`src/rtl/rcon_seq.sv`:
```
// Sequential AES round-constant generator: streams Rcon[1..N] over valid/ready,
// advancing by GF(2^8) xtime on each accepted transfer.
module rcon_seq #(
    parameter int              RC_W  = 8,
    parameter logic [RC_W-1:0] POLY  = 8'h1B,
    parameter int              IDX_W = 4
) (
    input  logic             clk,
    input  logic             rst,
    input  logic             start,
    input  logic [1:0]       key_len,
    input  logic             abort,
    input  logic             rc_ready,
    output logic             rc_valid,
    output logic [RC_W-1:0]  rc_out,
    output logic [IDX_W-1:0] rc_idx,
    output logic             rc_last,
    output logic             busy,
    output logic             done,
    output logic             len_err
);

    typedef enum logic {IDLE, RUN} state_t;

    state_t           state, state_nx;
    logic [IDX_W-1:0] n_reg, n_nx, n_len, idx_nx;
    logic [RC_W-1:0]  rc_nx;
    logic             valid_nx, done_nx, len_err_nx;

    function automatic logic [RC_W-1:0] xtime(input logic [RC_W-1:0] x);
        return {x[RC_W-2:0], 1'b0} ^ (x[RC_W-1] ? POLY : '0);
    endfunction

    always_comb begin
        n_len = '0;
        case (key_len)
            2'b00:   n_len = IDX_W'(10);
            2'b01:   n_len = IDX_W'(8);
            2'b10:   n_len = IDX_W'(7);
            default: n_len = '0;
        endcase
    end

    // NOTE: every next-value gets a default first, so no path leaves a latch behind.
    always_comb begin
        state_nx   = state;
        n_nx       = n_reg;
        rc_nx      = rc_out;
        idx_nx     = rc_idx;
        valid_nx   = rc_valid;
        done_nx    = 1'b0;
        len_err_nx = 1'b0;
        case (state)
            IDLE: begin
                if (start) begin
                    if (key_len == 2'b11) begin
                        len_err_nx = 1'b1;
                    end else begin
                        state_nx = RUN;
                        n_nx     = n_len;
                        rc_nx    = RC_W'(1);
                        idx_nx   = IDX_W'(1);
                        valid_nx = 1'b1;
                    end
                end
            end
            RUN: begin
                // abort outranks a pending transfer
                if (abort) begin
                    state_nx = IDLE;
                    valid_nx = 1'b0;
                    idx_nx   = '0;
                end else if (rc_valid && rc_ready) begin
                    if (rc_idx == n_reg) begin
                        state_nx = IDLE;
                        valid_nx = 1'b0;
                        done_nx  = 1'b1;
                    end else begin
                        rc_nx  = xtime(rc_out);
                        idx_nx = rc_idx + IDX_W'(1);
                    end
                end
            end
            default: state_nx = IDLE;
        endcase
    end

    // NOTE: state registers use non-blocking assignments so all flops update together.
    always_ff @(posedge clk or posedge rst) begin
        if (rst) begin
            state    <= IDLE;
            n_reg    <= '0;
            rc_out   <= '0;
            rc_idx   <= '0;
            rc_valid <= 1'b0;
            done     <= 1'b0;
            len_err  <= 1'b0;
        end else begin
            state    <= state_nx;
            n_reg    <= n_nx;
            rc_out   <= rc_nx;
            rc_idx   <= idx_nx;
            rc_valid <= valid_nx;
            done     <= done_nx;
            len_err  <= len_err_nx;
        end
    end

    assign busy    = (state == RUN);
    assign rc_last = rc_valid && (rc_idx == n_reg);

endmodule

```
`config.mk`:
```
export PLATFORM = sky130hd
export DESIGN_NAME = rcon_seq
export DESIGN_NICKNAME = d
export VERILOG_FILES = /design/src/rtl/rcon_seq.sv
export SDC_FILE = /design/constraint.sdc
export NUM_CORES = 1
export LEC_CHECK = 0
export ABC_AREA = 1
export BUFFER_PORTS_ARGS = -buffer_cell sky130_fd_sc_hd__buf_2
export CAP_MARGIN = 20
export CORE_MARGIN = 2
export CORE_UTILIZATION = 55
export DETAILED_ROUTE_END_ITERATION = 6
export GPL_TIMING_DRIVEN = 0
export PLACE_DENSITY = 0.87
export SKIP_LAST_GASP = 1
export SLEW_MARGIN = 25
export SYNTH_ARGS = -nofsm -noshare
export SYNTH_HDL_FRONTEND = slang
export SYNTH_SLANG_ARGS = --single-unit
```
`constraint.sdc`:
```
create_clock -name clk -period 2.2 [get_ports clk]
set_input_delay 0.11 -clock clk [delete_from_list [all_inputs] [get_ports clk]]
set_output_delay 0.11 -clock clk [all_outputs]
set_load 0.02 [all_outputs]
```
## Word level (Yosys, flattened, before mapping)

Cells that the tools add are included.

| storage, ports and cells | value |
|---|---|
| register bits after elaboration | 20 |
| output and inout bits | 17 |
| bits in read-only memories | 0 |
| memory bits (writable) | 0 |
| bits in latches | 0 |
| bits of input ports | 7 |
| memories | 0 |
| word-level logic and storage cells | 63 |

| cells by class | value |
|---|---|
| add/sub/neg operators | 1 |
| shift-type cells | 0 |
| multipliers | 0 |
| reduce and logical (&&, ||, !) cells | 7 |
| bitwise logic cells | 3 |
| equal/unequal tests | 12 |
| div/mod/pow operators | 0 |
| muxes and demuxes | 33 |
| magnitude comparators | 0 |

Operator list:

| operator | number |
|---|---|
| 2-to-1 mux 8 bit | 5 |
| 2-to-1 mux 4 bit | 5 |
| 2-to-1 mux 1 bit | 17 |
| case mux 8 bit (2 select lines) | 1 |
| case mux 4 bit (3 select lines) | 1 |
| != test 2 bit (second input constant) | 4 |
| case mux 4 bit (2 select lines) | 1 |
| AND reduction 4 bit | 2 |
| XOR 8 x 5 -> 8 bit | 1 |
| != test 3 x 2 -> 1 bit (second input constant) | 2 |
| 2-to-1 mux 5 bit | 1 |
| AND reduction 5 bit | 1 |
| adder 4 x 1 -> 4 bit (second input constant) | 1 |
| equality test 2 bit (second input constant) | 2 |
| equality test 4 bit | 1 |
| case mux 1 bit (2 select lines) | 2 |
| != test 3 bit (second input constant) | 1 |
| AND reduction 3 bit | 1 |
| equality test 2 x 1 -> 1 bit (second input constant) | 1 |
| logical AND 1 bit | 2 |
| logical NOT 2 bit | 1 |
| != test 2 x 1 -> 1 bit (second input constant) | 1 |
| inverter 1 bit | 2 |

## Depth between registers and ports, before layout

Gate-level depths: netlist of run 1.

| depth | value |
|---|---|
| depth after elaboration | 6 |
| depth in mapped cells | 9 |
| gate-level depth less buffers | 9 |

## Least setup slack after synthesis of run 1

Ideal clock, no wire load.

| path | value |
|---|---|
| path kind | register -> output |
| start | reg rc_idx[2] |
| end | out rc_last |
| slack | 0.914 ns |
| stages on the path, launching flop included | 7 |
| buffers on the path | 0 |
| required time | 2.090 ns |
| data arrival time | 1.176 ns |
| cell sequence | dfrtp_1 > inv_1 > nand2_1 > nand2_1 > nor2_2 > nand2_2 > nor2_1 |

| on the way | value |
|---|---|
| longest elaborated chain between the ends | 2 |

Ends and longest elaborated chain:

| item | line | RTL |
|---|---|---|
| from (decl) | 16 | `output logic [IDX_W-1:0] rc_idx,` |
| from (signal assigned) | 102 | `rc_idx <= idx_nx;` |
| equality test 4 bit | 110 | `assign rc_last = rc_valid && (rc_idx == n_reg);` |
| logical AND 1 bit | 110 |  |
| to (decl) | 17 | `output logic rc_last,` |

No other way between the ends.

## Worst setup path in the final report of run 1

Ends and elaborated chain as after synthesis.

==> tab_implementation.tex, run 1 <==
\begin{tabular}{lr}
\hline
Metric & Value \\
\hline
\multicolumn{2}{l}{\textbf{Die}} \\
Die X-Extent & 46.0 um \\
Starting utilization of the core area & 57.4\% \\
DIE AREA & 0.00212 sq mm \\
Floorplan die height & 46.0 um \\
Number of I/O pins & 24 \\
Row count & 15 \\
Core region area & 0.00169 sq mm \\
\multicolumn{2}{l}{\textbf{Setup path}} \\
Start of the worst register-to-register path & rc\_idx[2]\$\_DFFE\_PP0P\_ \\
CP Data Arrival Time & 1.43 ns \\
List of cells traversed by the critical path & inv\_1, nand2\_1, nand2\_1, nor2\_2, nand2\_2, nor2\_1, buf\_2 \\
Most used cell along the critical path & sky130\_fd\_sc\_hd\_\_nand2\_1 \\
CP required & 2.09 ns \\
CP endpoint kind & primary output \\
Startpoint type of the worst setup path & flip-flop \\
Worst Path Max Fanout & 7 \\
WP buf/inv & 2 \\
Largest stage delay, worst path & 0.46 ns \\
Worst setup path startpoint & rc\_idx[2]\$\_DFFE\_PP0P\_ \\
Cell family with the largest share of critical-path delay & flip-flops \\
Worst setup path class & reg -> out \\
Slowest library cell on the worst path & sky130\_fd\_sc\_hd\_\_dfrtp\_1 \\
\multicolumn{2}{l}{\textbf{Yosys}} \\
Cells taking the most area after synthesis & sky130\_fd\_sc\_hd\_\_dfrtp\_1 49\%, sky130\_fd\_sc\_hd\_\_nand2\_1 18\%, sky130\_fd\_sc\_hd\_\_nand3\_1 5.7\% \\
Number of flip-flops and latches in the synthesized netlist & 19 \\
Synth Net Count & 130 \\
Number of distinct library cell variants in the gate-level netlist after synthesis & 24 \\
Library cell with the largest summed area after synthesis & sky130\_fd\_sc\_hd\_\_dfrtp\_1 \\
Portion of synthesized cell area occupied by the leading cell type & 49.0\% \\
Post-Syn Instances & 122 \\
Mapped Avg Cell Area & 7.95 sq um \\
Cell with the most instances after synthesis & sky130\_fd\_sc\_hd\_\_nand2\_1 \\
Cell Area, Synth & 970 sq um \\
Post-synth top cells & 46 x sky130\_fd\_sc\_hd\_\_nand2\_1, 19 x sky130\_fd\_sc\_hd\_\_dfrtp\_1, 12 x sky130\_fd\_sc\_hd\_\_inv\_1, 11 x sky130\_fd\_sc\_hd\_\_nand3\_1, 7 x sky130\_fd\_sc\_hd\_\_nor2\_1 \\
Main synth FF type & sky130\_fd\_sc\_hd\_\_dfrtp\_1 \\
Number of synthesized flops with an enable pin & 0 \\
Warning count from the yosys run & 0 \\
Post-synthesis async set-or-reset flop share & 100\% \\
Sequential element share of the synthesized area & 49.0\% \\
\multicolumn{2}{l}{\textbf{Clock network}} \\
Clock transition at the registers of the reported paths & 0.11 ns \\
Number of buffers inserted to repair setup after CTS & 0 \\
TritonCTS buffer count & 3 \\
Bufs on Longest Clock Path & 2 \\
Library cell used as clock root buffer & sky130\_fd\_sc\_hd\_\_clkbuf\_4 \\
TritonCTS clock tree & yes \\
Clock sinks & 19 \\
Latest clock arrival within the worst-skew pair & 0.31 ns \\
H-tree lvl count & 1 \\
\multicolumn{2}{l}{\textbf{Power}} \\
Power per cell area & 1060 mW/mm\^{}2 \\
Post-route total power & 1210 uW \\
Maximum vdd ir drop & 0.644 mV \\
Leak pwr & 0.000672 uW \\
\multicolumn{2}{l}{\textbf{STA}} \\
Final hold violations & 0 \\
Worst max-slew margin expressed relative to the limit & 52.6\% \\
RSZ-0062 raised after global routing & no \\
Final number of max-transition violations & 0 \\
Number of setup violations in the final report & 0 \\
Final WS setup & 0.664 ns \\
Minimum clock period & 1.54 ns \\
Fin crit share & 69.8\% \\
Least-Margin Pin Slew & 0.711 ns \\
Highest attainable clock frequency & 651 MHz \\
Setup TNS & 0 ns \\
Setup clock skew after layout & 0.0130 ns \\
\multicolumn{2}{l}{\textbf{Layout}} \\
Relative area change from synthesis to final layout & 17.8\% \\
Final Net Count & 159 \\
Number of fillers in the final layout & 150 \\
Number of cells in the finished layout apart from fillers & 167 \\
Utilization after layout & 67.6\% \\
Final antenna diode count & 0 \\
Share of final-layout standard cells stronger than drive strength 1 & 26.0\% \\
Flip-flop count of the largest register, all copies and words added & 8 \\
\multicolumn{2}{l}{\textbf{GRT}} \\
Antenna violations before repair & 0 \\
Global-route wire length before repair & 2940 um \\
Tot GR Track Use & 20.1\% \\
Pin count of the biggest net entering global routing & 20 \\
Via count of the first global-routing pass & 704 \\
Global route total overflow & 0 \\
\multicolumn{2}{l}{\textbf{Drt}} \\
Count of antenna-violating nets left after detailed routing & 0 \\
Detailed router's first-iteration violation count & 7 \\
Detailed-route wire length per cell & 11.2 um \\
Vias per Instance & 5.09 \\
Via count & 850 \\
Number of iterations in the first detailed-routing pass & 4 \\
Drt total wl & 1880 um \\
Final routed DRC violation total & 0 \\
\multicolumn{2}{l}{\textbf{Job}} \\
Maximum Capacitance Violations & 0 \\
\multicolumn{2}{l}{\textbf{Outcome}} \\
Result of the run & complete, no violations \\
\multicolumn{2}{l}{\textbf{Place}} \\
Routability Congestion & 0.783 \\
Setup Slack @ Placement & 0.900 ns \\
Port Buf Inserts & 23 \\
Dpl cells & 162 \\
Placed wire-length estimate after detailed placement & 1430 um \\
\multicolumn{2}{l}{\textbf{Worst hold path}} \\
Tightest Hold Check Type & in -> reg \\
Hold wc startpoint & key\_len[1] \\
\hline
\end{tabular}
-- cells by family (layout without fill, tap and decap cells) --
family / Yosys count / after routing / share of synthesized area, %
xor gates and xnor gates: 3 / 3 / 2.71
buffers and inverters: 15 / 43 / 6.19
AOI/OAI and AO/OA: 8 / 8 / 5.03
DFF: 19 / 19 / 49.0
and+or+nand+nor: 76 / 76 / 35.7
adders and majority gates: 1 / 1 / 1.29
-- through the flow --
step                      cell area [sq um]  hold slack, ns
after floorplan                         970          0.0611
after global placement                 1110           0.251
after detailed placement               1110           0.260
after CTS                              1140          0.0189
after global routing                   1140          0.0538
final                                  1140          0.0185
-- final timing paths --
path / slack [ns] / cells after the start / end
max: 0.66 / 7 / rc_last
min: 0.02 / 2 / n_reg[3]$_DFFE_PP0P_
min reg2reg: 0.51 / 2 / rc_out[7]$_DFFE_PP0P_
max reg2reg: 0.90 / 9 / rc_out[4]$_DFFE_PP0P_
min in group asynchronous: 0.45 / 3 / rc_out[7]$_DFFE_PP0P_
max in group asynchronous: 1.29 / 3 / len_err$_DFF_PP0_
-- cell usage in the layout (no fill, tap or decap) --
| cell | n |
|---|---|
| sky130_fd_sc_hd__xor2_1 | 3 |
| sky130_fd_sc_hd__or2_1 | 1 |
| sky130_fd_sc_hd__nor2_1 | 7 |
| sky130_fd_sc_hd__nand3_1 | 11 |
| sky130_fd_sc_hd__a2bb2oi_1 | 1 |
| sky130_fd_sc_hd__and2_1 | 1 |
| sky130_fd_sc_hd__nor3b_1 | 1 |
| sky130_fd_sc_hd__inv_4 | 1 |
| sky130_fd_sc_hd__o21ai_1 | 2 |
| sky130_fd_sc_hd__ha_1 | 1 |
| sky130_fd_sc_hd__o21ai_2 | 1 |
| sky130_fd_sc_hd__nand2_1 | 46 |
| sky130_fd_sc_hd__clkbuf_1 | 1 |
| sky130_fd_sc_hd__nand3_4 | 1 |
| sky130_fd_sc_hd__o22ai_1 | 1 |
| sky130_fd_sc_hd__clkbuf_4 | 3 |
| sky130_fd_sc_hd__nor2_2 | 2 |
| sky130_fd_sc_hd__dlygate4sd3_1 | 1 |
| sky130_fd_sc_hd__inv_1 | 12 |
| sky130_fd_sc_hd__o21ai_0 | 2 |
| sky130_fd_sc_hd__nor2_4 | 1 |
| sky130_fd_sc_hd__a21oi_1 | 1 |
| sky130_fd_sc_hd__inv_2 | 1 |
| sky130_fd_sc_hd__dfrtp_1 | 19 |
| sky130_fd_sc_hd__nand2_2 | 4 |
| sky130_fd_sc_hd__or2_2 | 1 |
| sky130_fd_sc_hd__buf_2 | 24 |
-- metal layers --
metal / up-vias / GRT usage [%] / wire length (um)
met5: - / 0 / 0
met4: 0 / 10.3 / 38
met3: 5 / 2.38 / 77
met2: 19 / 34.2 / 919
met1: 390 / 24.6 / 841
li1: 436 / - / -
-- what timing repair did --
action | 4_1_cts | 5_1_grt
hold buffers | 1 | 0
setup endpoints to repair | 0 | 0
gates resized for setup | 0 | 0
endpoints found under the hold margin | 19 | 0
-- layout make-up --
class                   instances  area (sq um)  area share, %
plain buffers                   1          5.00          0.438
clock buffers                   4          26.3           2.30
inverters                      14          55.1           4.82
multi-input cells              88           434           38.0
flip-flops and latches         19           475           41.6
well taps                      17          21.3           1.86
repair buffers                 24           125           11.0
-- where the power goes --
group          switching (uW)  internal (uW)  leakage, uW  total, uW
registers                82.3            432     0.000250        514
logic                     340            175     0.000407        515
clock network             108           70.8    0.0000150        179
(Power assumes the default switching activity.)
==> run 2: changes to the inputs <==
--- a/config.mk
+++ b/config.mk
@@ -5,14 +5,14 @@
 export SDC_FILE = /design/constraint.sdc
 export NUM_CORES = 1
 export LEC_CHECK = 0
-export ABC_AREA = 1
+export ABC_AREA = 0
 export BUFFER_PORTS_ARGS = -buffer_cell sky130_fd_sc_hd__buf_2
 export CAP_MARGIN = 20
 export CORE_MARGIN = 2
-export CORE_UTILIZATION = 55
+export CORE_UTILIZATION = 46
 export DETAILED_ROUTE_END_ITERATION = 6
 export GPL_TIMING_DRIVEN = 0
-export PLACE_DENSITY = 0.87
+export PLACE_DENSITY = 0.78
 export SKIP_LAST_GASP = 1
 export SLEW_MARGIN = 25
 export SYNTH_ARGS = -nofsm -noshare
==> constraint.sdc (replaced) <==
create_clock -name clk -period 1.3 [get_ports clk]
set_input_delay 0.065 -clock clk [delete_from_list [all_inputs] [get_ports clk]]
set_output_delay 0.065 -clock clk [all_outputs]
set_load 0.02 [all_outputs]
==> run 2 against run 1 <==
The run now ends with setup timing left. Power rose by 60%. Register-to-register slack worse by 1.1 ns. Critical path depth shrank 1. Cell area rose by 30%. Hold slack got worse by 0.0089 ns. Final cell count increased by 3.0%. Via count up 12%. Clock power is 72% higher. Clock skew shrank 0.0099 ns. Die area grew 18%. Global-route usage up 2.0 points. Non-clock buffer count grew 17. Highest routed layer unchanged.
==> tab_implementation.tex, run 2 <==
\begin{tabular}{lr}
\hline
Metric & Value \\
\hline
\multicolumn{2}{l}{\textbf{Layout}} \\
Share of final-layout standard cells stronger than drive strength 1 & 53.8\% (was 26.0\%) \\
Most common cell after layout, fill and taps aside & sky130\_fd\_sc\_hd\_\_buf\_2 (was sky130\_fd\_sc\_hd\_\_nand2\_1) \\
Number of fillers in the final layout & 131 (was 150) \\
Flip-flop count of the largest register, all copies and words added & 8 (unchanged) \\
Area taken by multi-input logic gates & 637 sq um (was 434 sq um) \\
Final antenna diode count & 0 (unchanged) \\
Post-Layout Inst Area & 0.00149 sq mm (was 0.00114 sq mm) \\
Final Net Count & 154 (was 159) \\
Register Area & 484 sq um (was 475 sq um) \\
Utilization after layout & 75.1\% (was 67.6\%) \\
Commonest cells after routing, fill and taps aside & 22 x sky130\_fd\_sc\_hd\_\_buf\_2, 13 x sky130\_fd\_sc\_hd\_\_nand2\_1, 12 x sky130\_fd\_sc\_hd\_\_dfrtp\_1 (was 46 x sky130\_fd\_sc\_hd\_\_nand2\_1, 24 x sky130\_fd\_sc\_hd\_\_buf\_2, 19 x sky130\_fd\_sc\_hd\_\_dfrtp\_1) \\
Relative area change from synthesis to final layout & 53.5\% (was 17.8\%) \\
\multicolumn{2}{l}{\textbf{Yosys}} \\
Main synth FF type & sky130\_fd\_sc\_hd\_\_dfrtp\_1 (unchanged) \\
Mapped Avg Cell Area & 9.60 sq um (was 7.95 sq um) \\
Number of flip-flops and latches in the synthesized netlist & 19 (unchanged) \\
Post-synth top cells & 19 x sky130\_fd\_sc\_hd\_\_dfrtp\_1, 18 x sky130\_fd\_sc\_hd\_\_nand2\_1, 12 x sky130\_fd\_sc\_hd\_\_o21ai\_0, 9 x sky130\_fd\_sc\_hd\_\_nor2\_1 (was 46 x sky130\_fd\_sc\_hd\_\_nand2\_1, 19 x sky130\_fd\_sc\_hd\_\_dfrtp\_1, 12 x sky130\_fd\_sc\_hd\_\_inv\_1, 11 x sky130\_fd\_sc\_hd\_\_nand3\_1, 7 x sky130\_fd\_sc\_hd\_\_nor2\_1) \\
Post-Syn Instances & 101 (was 122) \\
Warning count from the yosys run & 0 (unchanged) \\
Sequential element share of the synthesized area & 49.0\% (unchanged) \\
Library cell with the largest summed area after synthesis & sky130\_fd\_sc\_hd\_\_dfrtp\_1 (unchanged) \\
Number of distinct library cell variants in the gate-level netlist after synthesis & 32 (was 24) \\
Post-synthesis async set-or-reset flop share & 100\% (unchanged) \\
Portion of synthesized cell area occupied by the leading cell type & 49.0\% (unchanged) \\
Number of synthesized flops with an enable pin & 0 (unchanged) \\
Synth Net Count & 109 (was 130) \\
Cell Area, Synth & 970 sq um (unchanged) \\
Cell with the most instances after synthesis & sky130\_fd\_sc\_hd\_\_dfrtp\_1 (was sky130\_fd\_sc\_hd\_\_nand2\_1) \\
Cells taking the most area after synthesis & sky130\_fd\_sc\_hd\_\_dfrtp\_1 49\%, sky130\_fd\_sc\_hd\_\_nand2\_1 7.0\%, sky130\_fd\_sc\_hd\_\_o21ai\_0 6.2\% (was sky130\_fd\_sc\_hd\_\_dfrtp\_1 49\%, sky130\_fd\_sc\_hd\_\_nand2\_1 18\%, sky130\_fd\_sc\_hd\_\_nand3\_1 5.7\%) \\
\multicolumn{2}{l}{\textbf{Setup path}} \\
WP buf/inv & 2 (unchanged) \\
Cell family with the largest share of critical-path delay & flip-flops (unchanged) \\
Endpoint of the lowest-slack register-to-register path & rc\_out[5]\$\_DFFE\_PP0P\_ (was rc\_out[4]\$\_DFFE\_PP0P\_) \\
CP endpoint kind & flip-flop (was primary output) \\
Startpoint type of the worst setup path & flip-flop (unchanged) \\
Internal reg-to-reg setup slack & -0.21 ns (was 0.90 ns) \\
Worst setup path class & reg -> reg (was reg -> out) \\
Worst Path Max Fanout & 6 (was 7) \\
List of cells traversed by the critical path & xnor2\_4, buf\_6, a41oi\_4, buf\_6, nand2\_2, o21ai\_1 (was inv\_1, nand2\_1, nand2\_1, nor2\_2, nand2\_2, nor2\_1, buf\_2) \\
WP depth & 6 (was 7) \\
Start of the worst register-to-register path & n\_reg[2]\$\_DFFE\_PP0P\_ (was rc\_idx[2]\$\_DFFE\_PP0P\_) \\
Count of cells along the worst register-to-register path & 6 (was 9) \\
Slowest library cell on the worst path & sky130\_fd\_sc\_hd\_\_dfrtp\_2 (was sky130\_fd\_sc\_hd\_\_dfrtp\_1) \\
Largest stage delay, worst path & 0.50 ns (was 0.46 ns) \\
CP Data Arrival Time & 1.74 ns (was 1.43 ns) \\
CP required & 1.53 ns (was 2.09 ns) \\
Most used cell along the critical path & sky130\_fd\_sc\_hd\_\_buf\_6 (was sky130\_fd\_sc\_hd\_\_nand2\_1) \\
Worst setup path startpoint & n\_reg[2]\$\_DFFE\_PP0P\_ (was rc\_idx[2]\$\_DFFE\_PP0P\_) \\
\multicolumn{2}{l}{\textbf{STA}} \\
Final WS setup & -0.208 ns (was 0.664 ns) \\
Number of setup violations in the final report & 15 (was 0) \\
Worst max-slew margin expressed relative to the limit & 53.4\% (was 52.6\%) \\
Hold Worst Slack & 0.00954 ns (was 0.0185 ns) \\
Fin crit share & 116\% \\
Least-Margin Pin Slew & 0.698 ns (was 0.711 ns) \\
Final number of max-transition violations & 0 (unchanged) \\
Final hold violations & 0 (unchanged) \\
Minimum clock period & 1.51 ns \\
RSZ-0062 raised after global routing & yes (was no) \\
Highest attainable clock frequency & 663 MHz \\
Setup clock skew after layout & 0.00309 ns (was 0.0130 ns) \\
\multicolumn{2}{l}{\textbf{GRT}} \\
Global route total overflow & 0 (unchanged) \\
Tot GR Track Use & 22.1\% (was 20.1\%) \\
Via count of the first global-routing pass & 889 (was 704) \\
Antenna violations before repair & 0 (unchanged) \\
Pin count of the biggest net entering global routing & 20 (unchanged) \\
Global-route wire length before repair & 4150 um (was 2940 um) \\
\multicolumn{2}{l}{\textbf{Clock network}} \\
Clock sinks & 19 (unchanged) \\
Clock transition at the registers of the reported paths & 0.11 ns (about the same) \\
TritonCTS buffer count & 3 (unchanged) \\
Latest clock arrival within the worst-skew pair & 0.30 ns (was 0.31 ns) \\
H-tree lvl count & 1 (unchanged) \\
TritonCTS clock tree & yes (unchanged) \\
Library cell used as clock root buffer & sky130\_fd\_sc\_hd\_\_clkbuf\_4 (unchanged) \\
Bufs on Longest Clock Path & 2 (unchanged) \\
\multicolumn{2}{l}{\textbf{Place}} \\
Port Buf Inserts & 23 (unchanged) \\
Post-detailed-placement cell area & 0.00116 sq mm (was 0.00111 sq mm) \\
Placed wire-length estimate after detailed placement & 1450 um (was 1430 um) \\
Routability Congestion & 0.841 (was 0.783) \\
Setup Slack @ Placement & -0.173 ns (was 0.900 ns) \\
\multicolumn{2}{l}{\textbf{Power}} \\
Post-route total power & 1940 uW (was 1210 uW) \\
Maximum vdd ir drop & 1.00 mV (was 0.644 mV) \\
Power per cell area & 1300 mW/mm\^{}2 (was 1060 mW/mm\^{}2) \\
Leak pwr & 0.000681 uW (was 0.000672 uW) \\
\multicolumn{2}{l}{\textbf{Die}} \\
Number of I/O pins & 24 (unchanged) \\
Die X-Extent & 49.9 um (was 46.0 um) \\
Floorplan die height & 49.9 um (was 46.0 um) \\
DIE AREA & 0.00249 sq mm (was 0.00212 sq mm) \\
Starting utilization of the core area & 48.9\% (was 57.4\%) \\
Row count & 16 (was 15) \\
Core region area & 0.00198 sq mm (was 0.00169 sq mm) \\
\multicolumn{2}{l}{\textbf{Outcome}} \\
Result of the run & finished, violations left (was complete, no violations) \\
Failing checks & setup timing \\
\multicolumn{2}{l}{\textbf{Job}} \\
Maximum Capacitance Violations & 0 (unchanged) \\
\multicolumn{2}{l}{\textbf{Worst hold path}} \\
Hold path endpoint & n\_reg[3]\$\_DFFE\_PP0P\_ (unchanged) \\
Hold wc startpoint & key\_len[1] (unchanged) \\
Worst hold path cell count & 2 (unchanged) \\
Tightest Hold Check Type & in -> reg (unchanged) \\
\multicolumn{2}{l}{\textbf{Drt}} \\
Via count & 954 (was 850) \\
Detailed router's first-iteration violation count & 25 (was 7) \\
Vias per Instance & 5.55 (was 5.09) \\
Drt total wl & 2810 um (was 1880 um) \\
Detailed-route wire length per cell & 16.3 um (was 11.2 um) \\
Final routed DRC violation total & 0 (unchanged) \\
Count of antenna-violating nets left after detailed routing & 0 (unchanged) \\
Number of iterations in the first detailed-routing pass & 4 (unchanged) \\
\hline
\end{tabular}
run 2: cell count changes after synthesis, moves of 4 or more:
cell and delta:
sky130_fd_sc_hd__inv_1 -8, sky130_fd_sc_hd__xnor2_1 +4, sky130_fd_sc_hd__nand3_1 -9, sky130_fd_sc_hd__o21ai_0 +10, sky130_fd_sc_hd__nand2_2 -4, sky130_fd_sc_hd__nand2_1 -28
run 2: worst reg2reg max path, cell delays in order (launching register included):
cell                      delay, ns
sky130_fd_sc_hd__dfrtp_2       0.50
sky130_fd_sc_hd__xnor2_4       0.17
sky130_fd_sc_hd__buf_6         0.14
sky130_fd_sc_hd__a41oi_4       0.32
sky130_fd_sc_hd__buf_6         0.18
sky130_fd_sc_hd__nand2_2       0.05
sky130_fd_sc_hd__o21ai_1       0.07
run 2: logic make-up after synthesis:
family                   after synthesis  share of synthesized area (%)
XOR/XNOR                               7                           6.32
flip-flops                            19                           49.0
AND/OR/NAND/NOR                       38                           19.0
adder cells (fa/ha/maj)                1                           1.29
buffers and inverters                  6                           3.10
AO/OA/AOI/OAI                         30                           21.3
run 2: routing by layer:
metal | GRT usage [%] | routed length, um | vias to the layer above
li1 | - | - | 446
met4 | 11.6 | 59 | 0
met1 | 30.2 | 1270 | 454
met2 | 33.6 | 1340 | 47
met5 | 0 | 0 | -
met3 | 3.64 | 146 | 7
run 2: metrics by stage:
stage	std cells	TNS [ns]
after floorplan	101	-0.793
after global placement	151	-1.65
after global routing	172	-3.11
after detailed placement	151	-2.00
final	172	-2.27
after CTS	167	-1.86
run 2: what timing repair did:
action,4_1_cts,5_1_grt
hold endpoints to repair,19,1
gates resized for setup,17,24
hold buffers,1,1
pin swaps,13,16
cloned,1,0
setup endpoints to repair,15,16
setup buffers,10,4
run 2: worst max-delay path by stage:
stage	end	slack, ns
after floorplan	rc_idx[0]$_DFFE_PP0P_	-0.09
after global placement	rc_out[7]$_DFFE_PP0P_	-0.15
after detailed placement	rc_out[7]$_DFFE_PP0P_	-0.17
after CTS	rc_out[7]$_DFFE_PP0P_	-0.17
after global routing	rc_out[7]$_DFFE_PP0P_	-0.29
final	rc_out[5]$_DFFE_PP0P_	-0.21
run 2: where the power goes:
part / internal, uW / total [uW] / switching [uW]
clock network: 115 / 307 / 192
logic: 420 / 848 / 428
registers: 661 / 782 / 121
run 2: area by class of cell:
| class | instances | share of cell area (%) |
|---|---|---|
| Clock buffer | 3 | 1.51 |
| Timing Repair Buffer | 40 | 18.1 |
| Clock inverter | 1 | 0.336 |
| Multi-Input combinational cell | 76 | 42.8 |
| Buffer | 2 | 1.51 |
| Tap cell | 27 | 2.27 |
| Sequential cell | 19 | 32.5 |
| Inverter | 4 | 1.01 |
==> run 3: changes to the inputs <==
--- a/config.mk
+++ b/config.mk
@@ -9,10 +9,10 @@
 export BUFFER_PORTS_ARGS = -buffer_cell sky130_fd_sc_hd__buf_2
 export CAP_MARGIN = 20
 export CORE_MARGIN = 2
-export CORE_UTILIZATION = 46
+export CORE_UTILIZATION = 51
 export DETAILED_ROUTE_END_ITERATION = 6
 export GPL_TIMING_DRIVEN = 0
-export PLACE_DENSITY = 0.78
+export PLACE_DENSITY = 0.82
 export SKIP_LAST_GASP = 1
 export SLEW_MARGIN = 25
 export SYNTH_ARGS = -nofsm -noshare
==> constraint.sdc (replaced) <==
create_clock -name clk -period 1.7 [get_ports clk]
set_input_delay 0.085 -clock clk [delete_from_list [all_inputs] [get_ports clk]]
set_output_delay 0.085 -clock clk [all_outputs]
set_load 0.02 [all_outputs]
==> run 3 against run 2 <==
The flow now finishes without violations. Critical path depth fell by 1. Hold slack improved by 0.015 ns. Worst setup slack improved by 0.24 ns. Combinational power fell by 47%. Global-route usage down 0.45 points. Fmax shrank 9.4%. Register-to-register slack better by 0.24 ns. Sequential cell count unchanged. Die area is 9.0% lower. Critical path type unchanged. Sequential share of layout area up 5.5 points.
==> tab_implementation.tex, run 3 (synthesized netlist as in run 2, its figures left out) <==
\begin{tabular}{lr}
\hline
Metric & Value \\
\hline
\multicolumn{2}{l}{\textbf{Outcome}} \\
Result of the run & complete, no violations (was finished, violations left) \\
\multicolumn{2}{l}{\textbf{Place}} \\
Post-detailed-placement cell area & 0.00112 sq mm (was 0.00116 sq mm) \\
Placed wire-length estimate after detailed placement & 1450 um (about the same) \\
Routability Congestion & 0.871 (was 0.841) \\
Setup Slack @ Placement & 0.0596 ns (was -0.173 ns) \\
Port Buf Inserts & 23 (unchanged) \\
\multicolumn{2}{l}{\textbf{Power}} \\
Power per cell area & 1020 mW/mm\^{}2 (was 1300 mW/mm\^{}2) \\
Maximum vdd ir drop & 0.644 mV (was 1.00 mV) \\
Leak pwr & 0.000589 uW (was 0.000681 uW) \\
Post-route total power & 1290 uW (was 1940 uW) \\
\multicolumn{2}{l}{\textbf{Layout}} \\
Most common cell after layout, fill and taps aside & sky130\_fd\_sc\_hd\_\_buf\_2 (unchanged) \\
Commonest cells after routing, fill and taps aside & 23 x sky130\_fd\_sc\_hd\_\_buf\_2, 18 x sky130\_fd\_sc\_hd\_\_nand2\_1, 15 x sky130\_fd\_sc\_hd\_\_dfrtp\_1 (was 22 x sky130\_fd\_sc\_hd\_\_buf\_2, 13 x sky130\_fd\_sc\_hd\_\_nand2\_1, 12 x sky130\_fd\_sc\_hd\_\_dfrtp\_1) \\
Post-Layout Inst Area & 0.00126 sq mm (was 0.00149 sq mm) \\
Final Net Count & 141 (was 154) \\
Utilization after layout & 71.6\% (was 75.1\%) \\
Flip-flop count of the largest register, all copies and words added & 8 (unchanged) \\
Share of final-layout standard cells stronger than drive strength 1 & 33.3\% (was 53.8\%) \\
Relative area change from synthesis to final layout & 30.3\% (was 53.5\%) \\
Final antenna diode count & 0 (unchanged) \\
\multicolumn{2}{l}{\textbf{Clock network}} \\
Latest clock arrival within the worst-skew pair & 0.30 ns (about the same) \\
Clock sinks & 19 (unchanged) \\
Clock transition at the registers of the reported paths & 0.11 ns (about the same) \\
TritonCTS clock tree & yes (unchanged) \\
Library cell used as clock root buffer & sky130\_fd\_sc\_hd\_\_clkbuf\_4 (unchanged) \\
H-tree lvl count & 1 (unchanged) \\
TritonCTS buffer count & 3 (unchanged) \\
Bufs on Longest Clock Path & 2 (unchanged) \\
\multicolumn{2}{l}{\textbf{Die}} \\
Row count & 15 (was 16) \\
Floorplan die height & 47.6 um (was 49.9 um) \\
Starting utilization of the core area & 55.0\% (was 48.9\%) \\
Die X-Extent & 47.6 um (was 49.9 um) \\
DIE AREA & 0.00227 sq mm (was 0.00249 sq mm) \\
Core region area & 0.00176 sq mm (was 0.00198 sq mm) \\
Number of I/O pins & 24 (unchanged) \\
\multicolumn{2}{l}{\textbf{Setup path}} \\
WP depth & 5 (was 6) \\
CP required & 1.88 ns (was 1.53 ns) \\
CP Capture Point & rc\_idx[0]\$\_DFFE\_PP0P\_ (was rc\_out[5]\$\_DFFE\_PP0P\_) \\
Slowest library cell on the worst path & sky130\_fd\_sc\_hd\_\_dfrtp\_2 (unchanged) \\
List of cells traversed by the critical path & xnor2\_4, buf\_4, a41oi\_1, o21ai\_0, a221o\_1 (was xnor2\_4, buf\_6, a41oi\_4, buf\_6, nand2\_2, o21ai\_1) \\
Cell family with the largest share of critical-path delay & compound AO/OA/AOI/OAI gates (was flip-flops) \\
Worst setup path startpoint & n\_reg[2]\$\_DFFE\_PP0P\_ (unchanged) \\
CP Data Arrival Time & 1.85 ns (was 1.74 ns) \\
CP endpoint kind & flip-flop (unchanged) \\
Internal reg-to-reg setup slack & 0.03 ns (was -0.21 ns) \\
Worst setup path class & reg -> reg (unchanged) \\
WP buf/inv & 1 (was 2) \\
Worst Path Max Fanout & 3 (was 6) \\
Start of the worst register-to-register path & n\_reg[2]\$\_DFFE\_PP0P\_ (unchanged) \\
Startpoint type of the worst setup path & flip-flop (unchanged) \\
Largest stage delay, worst path & 0.51 ns (was 0.50 ns) \\
Endpoint of the lowest-slack register-to-register path & rc\_idx[0]\$\_DFFE\_PP0P\_ (was rc\_out[5]\$\_DFFE\_PP0P\_) \\
Count of cells along the worst register-to-register path & 5 (was 6) \\
\multicolumn{2}{l}{\textbf{GRT}} \\
Global route total overflow & 0 (unchanged) \\
Via count of the first global-routing pass & 820 (was 889) \\
Tot GR Track Use & 21.7\% (was 22.1\%) \\
Antenna violations before repair & 0 (unchanged) \\
Global-route wire length before repair & 3430 um (was 4150 um) \\
Pin count of the biggest net entering global routing & 20 (unchanged) \\
\multicolumn{2}{l}{\textbf{STA}} \\
Minimum clock period & 1.67 ns (was 1.51 ns) \\
Final WS setup & 0.0349 ns (was -0.208 ns) \\
Final hold violations & 0 (unchanged) \\
Fin crit share & 97.9\% (was 116\%) \\
Least-Margin Pin Slew & 0.718 ns (was 0.698 ns) \\
Number of setup violations in the final report & 0 (was 15) \\
Setup clock skew after layout & 0.000507 ns (was 0.00309 ns) \\
Highest attainable clock frequency & 601 MHz (was 663 MHz) \\
Final number of max-transition violations & 0 (unchanged) \\
Worst max-slew margin expressed relative to the limit & 52.1\% (was 53.4\%) \\
\multicolumn{2}{l}{\textbf{Drt}} \\
Drt total wl & 2230 um (was 2810 um) \\
Count of antenna-violating nets left after detailed routing & 0 (unchanged) \\
Number of iterations in the first detailed-routing pass & 4 (unchanged) \\
Final routed DRC violation total & 0 (unchanged) \\
Via count & 857 (was 954) \\
Detailed router's first-iteration violation count & 16 (was 25) \\
Detailed-route wire length per cell & 14.2 um (was 16.3 um) \\
Vias per Instance & 5.46 (was 5.55) \\
\multicolumn{2}{l}{\textbf{Job}} \\
Maximum Capacitance Violations & 0 (unchanged) \\
\multicolumn{2}{l}{\textbf{Worst hold path}} \\
Tightest Hold Check Type & in -> reg (unchanged) \\
\hline
\end{tabular}
## run 3: changes by cell type in the layout (fill, tap and decap cells not counted), moves of 3 or more
cell,before,now
sky130_fd_sc_hd__buf_4,11,3
sky130_fd_sc_hd__buf_6,7,1
sky130_fd_sc_hd__dfrtp_1,12,15
sky130_fd_sc_hd__dfrtp_2,7,4
sky130_fd_sc_hd__nand2_1,13,18
sky130_fd_sc_hd__nand2_2,5,0
sky130_fd_sc_hd__o21ai_0,4,12
sky130_fd_sc_hd__o21ai_1,7,3
sky130_fd_sc_hd__o21ai_2,6,2
## run 3: timing repair
item                                   in CTS  in global routing
endpoints found under the hold margin      19                  0
cloned                                      0                  0
resized for setup                           5                  8
buffers inserted                            0                  3
hold buffers                                1                  0
pin swaps                                   1                  4
setup endpoints to repair                   1                  3
## run 3: final cells by class
cell class | instances | area, sq um
Fill cell | 137 | 500
Multi-Input combinational cell | 76 | 548
Tap cell | 25 | 31.3
Timing Repair Buffer | 27 | 148
Inverter | 4 | 15.0
Sequential cell | 19 | 480
Clock buffer | 4 | 26.3
Buffer | 2 | 15.0
## run 3: worst min path at each step
| stage | start | slack, ns | depth (start not counted) | end |
|---|---|---|---|---|
| 3_3_place_gp | rst | 0.22 | 2 | rc_valid$_DFFE_PP0P_ |
| 3_5_place_dp | rst | 0.24 | 2 | rc_out[6]$_DFFE_PP0P_ |
| 5_1_grt | key_len[0] | 0.02 | 2 | n_reg[1]$_DFFE_PP0P_ |
| 4_1_cts | key_len[0] | 0.02 | 2 | n_reg[1]$_DFFE_PP0P_ |
| 6_report | key_len[0] | 0.02 | 2 | n_reg[1]$_DFFE_PP0P_ |
| 2_1_floorplan | rst | 0.04 | 1 | busy$_DFF_PP0_ |
## run 3: report_power, final
part | total (uW) | leakage [uW] | internal (uW) | switching, uW
Sequential | 602 | 0.000241 | 503 | 99.2
Combinational | 452 | 0.000333 | 215 | 238
Clock | 233 | 0.0000150 | 91.5 | 141
Total | 1290 | 0.000589 | 809 | 478
## run 3: stage by stage
stage               hold WS [ns]  cells  setup TNS [ns]
detailed placement         0.244    149               0
finish                    0.0245    157               0
CTS                       0.0222    154               0
floorplan                 0.0361    101               0
global route              0.0185    157         -0.0669
global placement           0.216    149               0
## run 3: layer usage
layer / track usage, % / vias to the layer above / share of wire [%]
met5: 0 / - / 0
met4: 12.4 / 0 / 1.3
met3: 3.77 / 4 / 4.6
met2: 34.3 / 33 / 48
met1: 27.8 / 399 / 46
li1: - / 421 / -
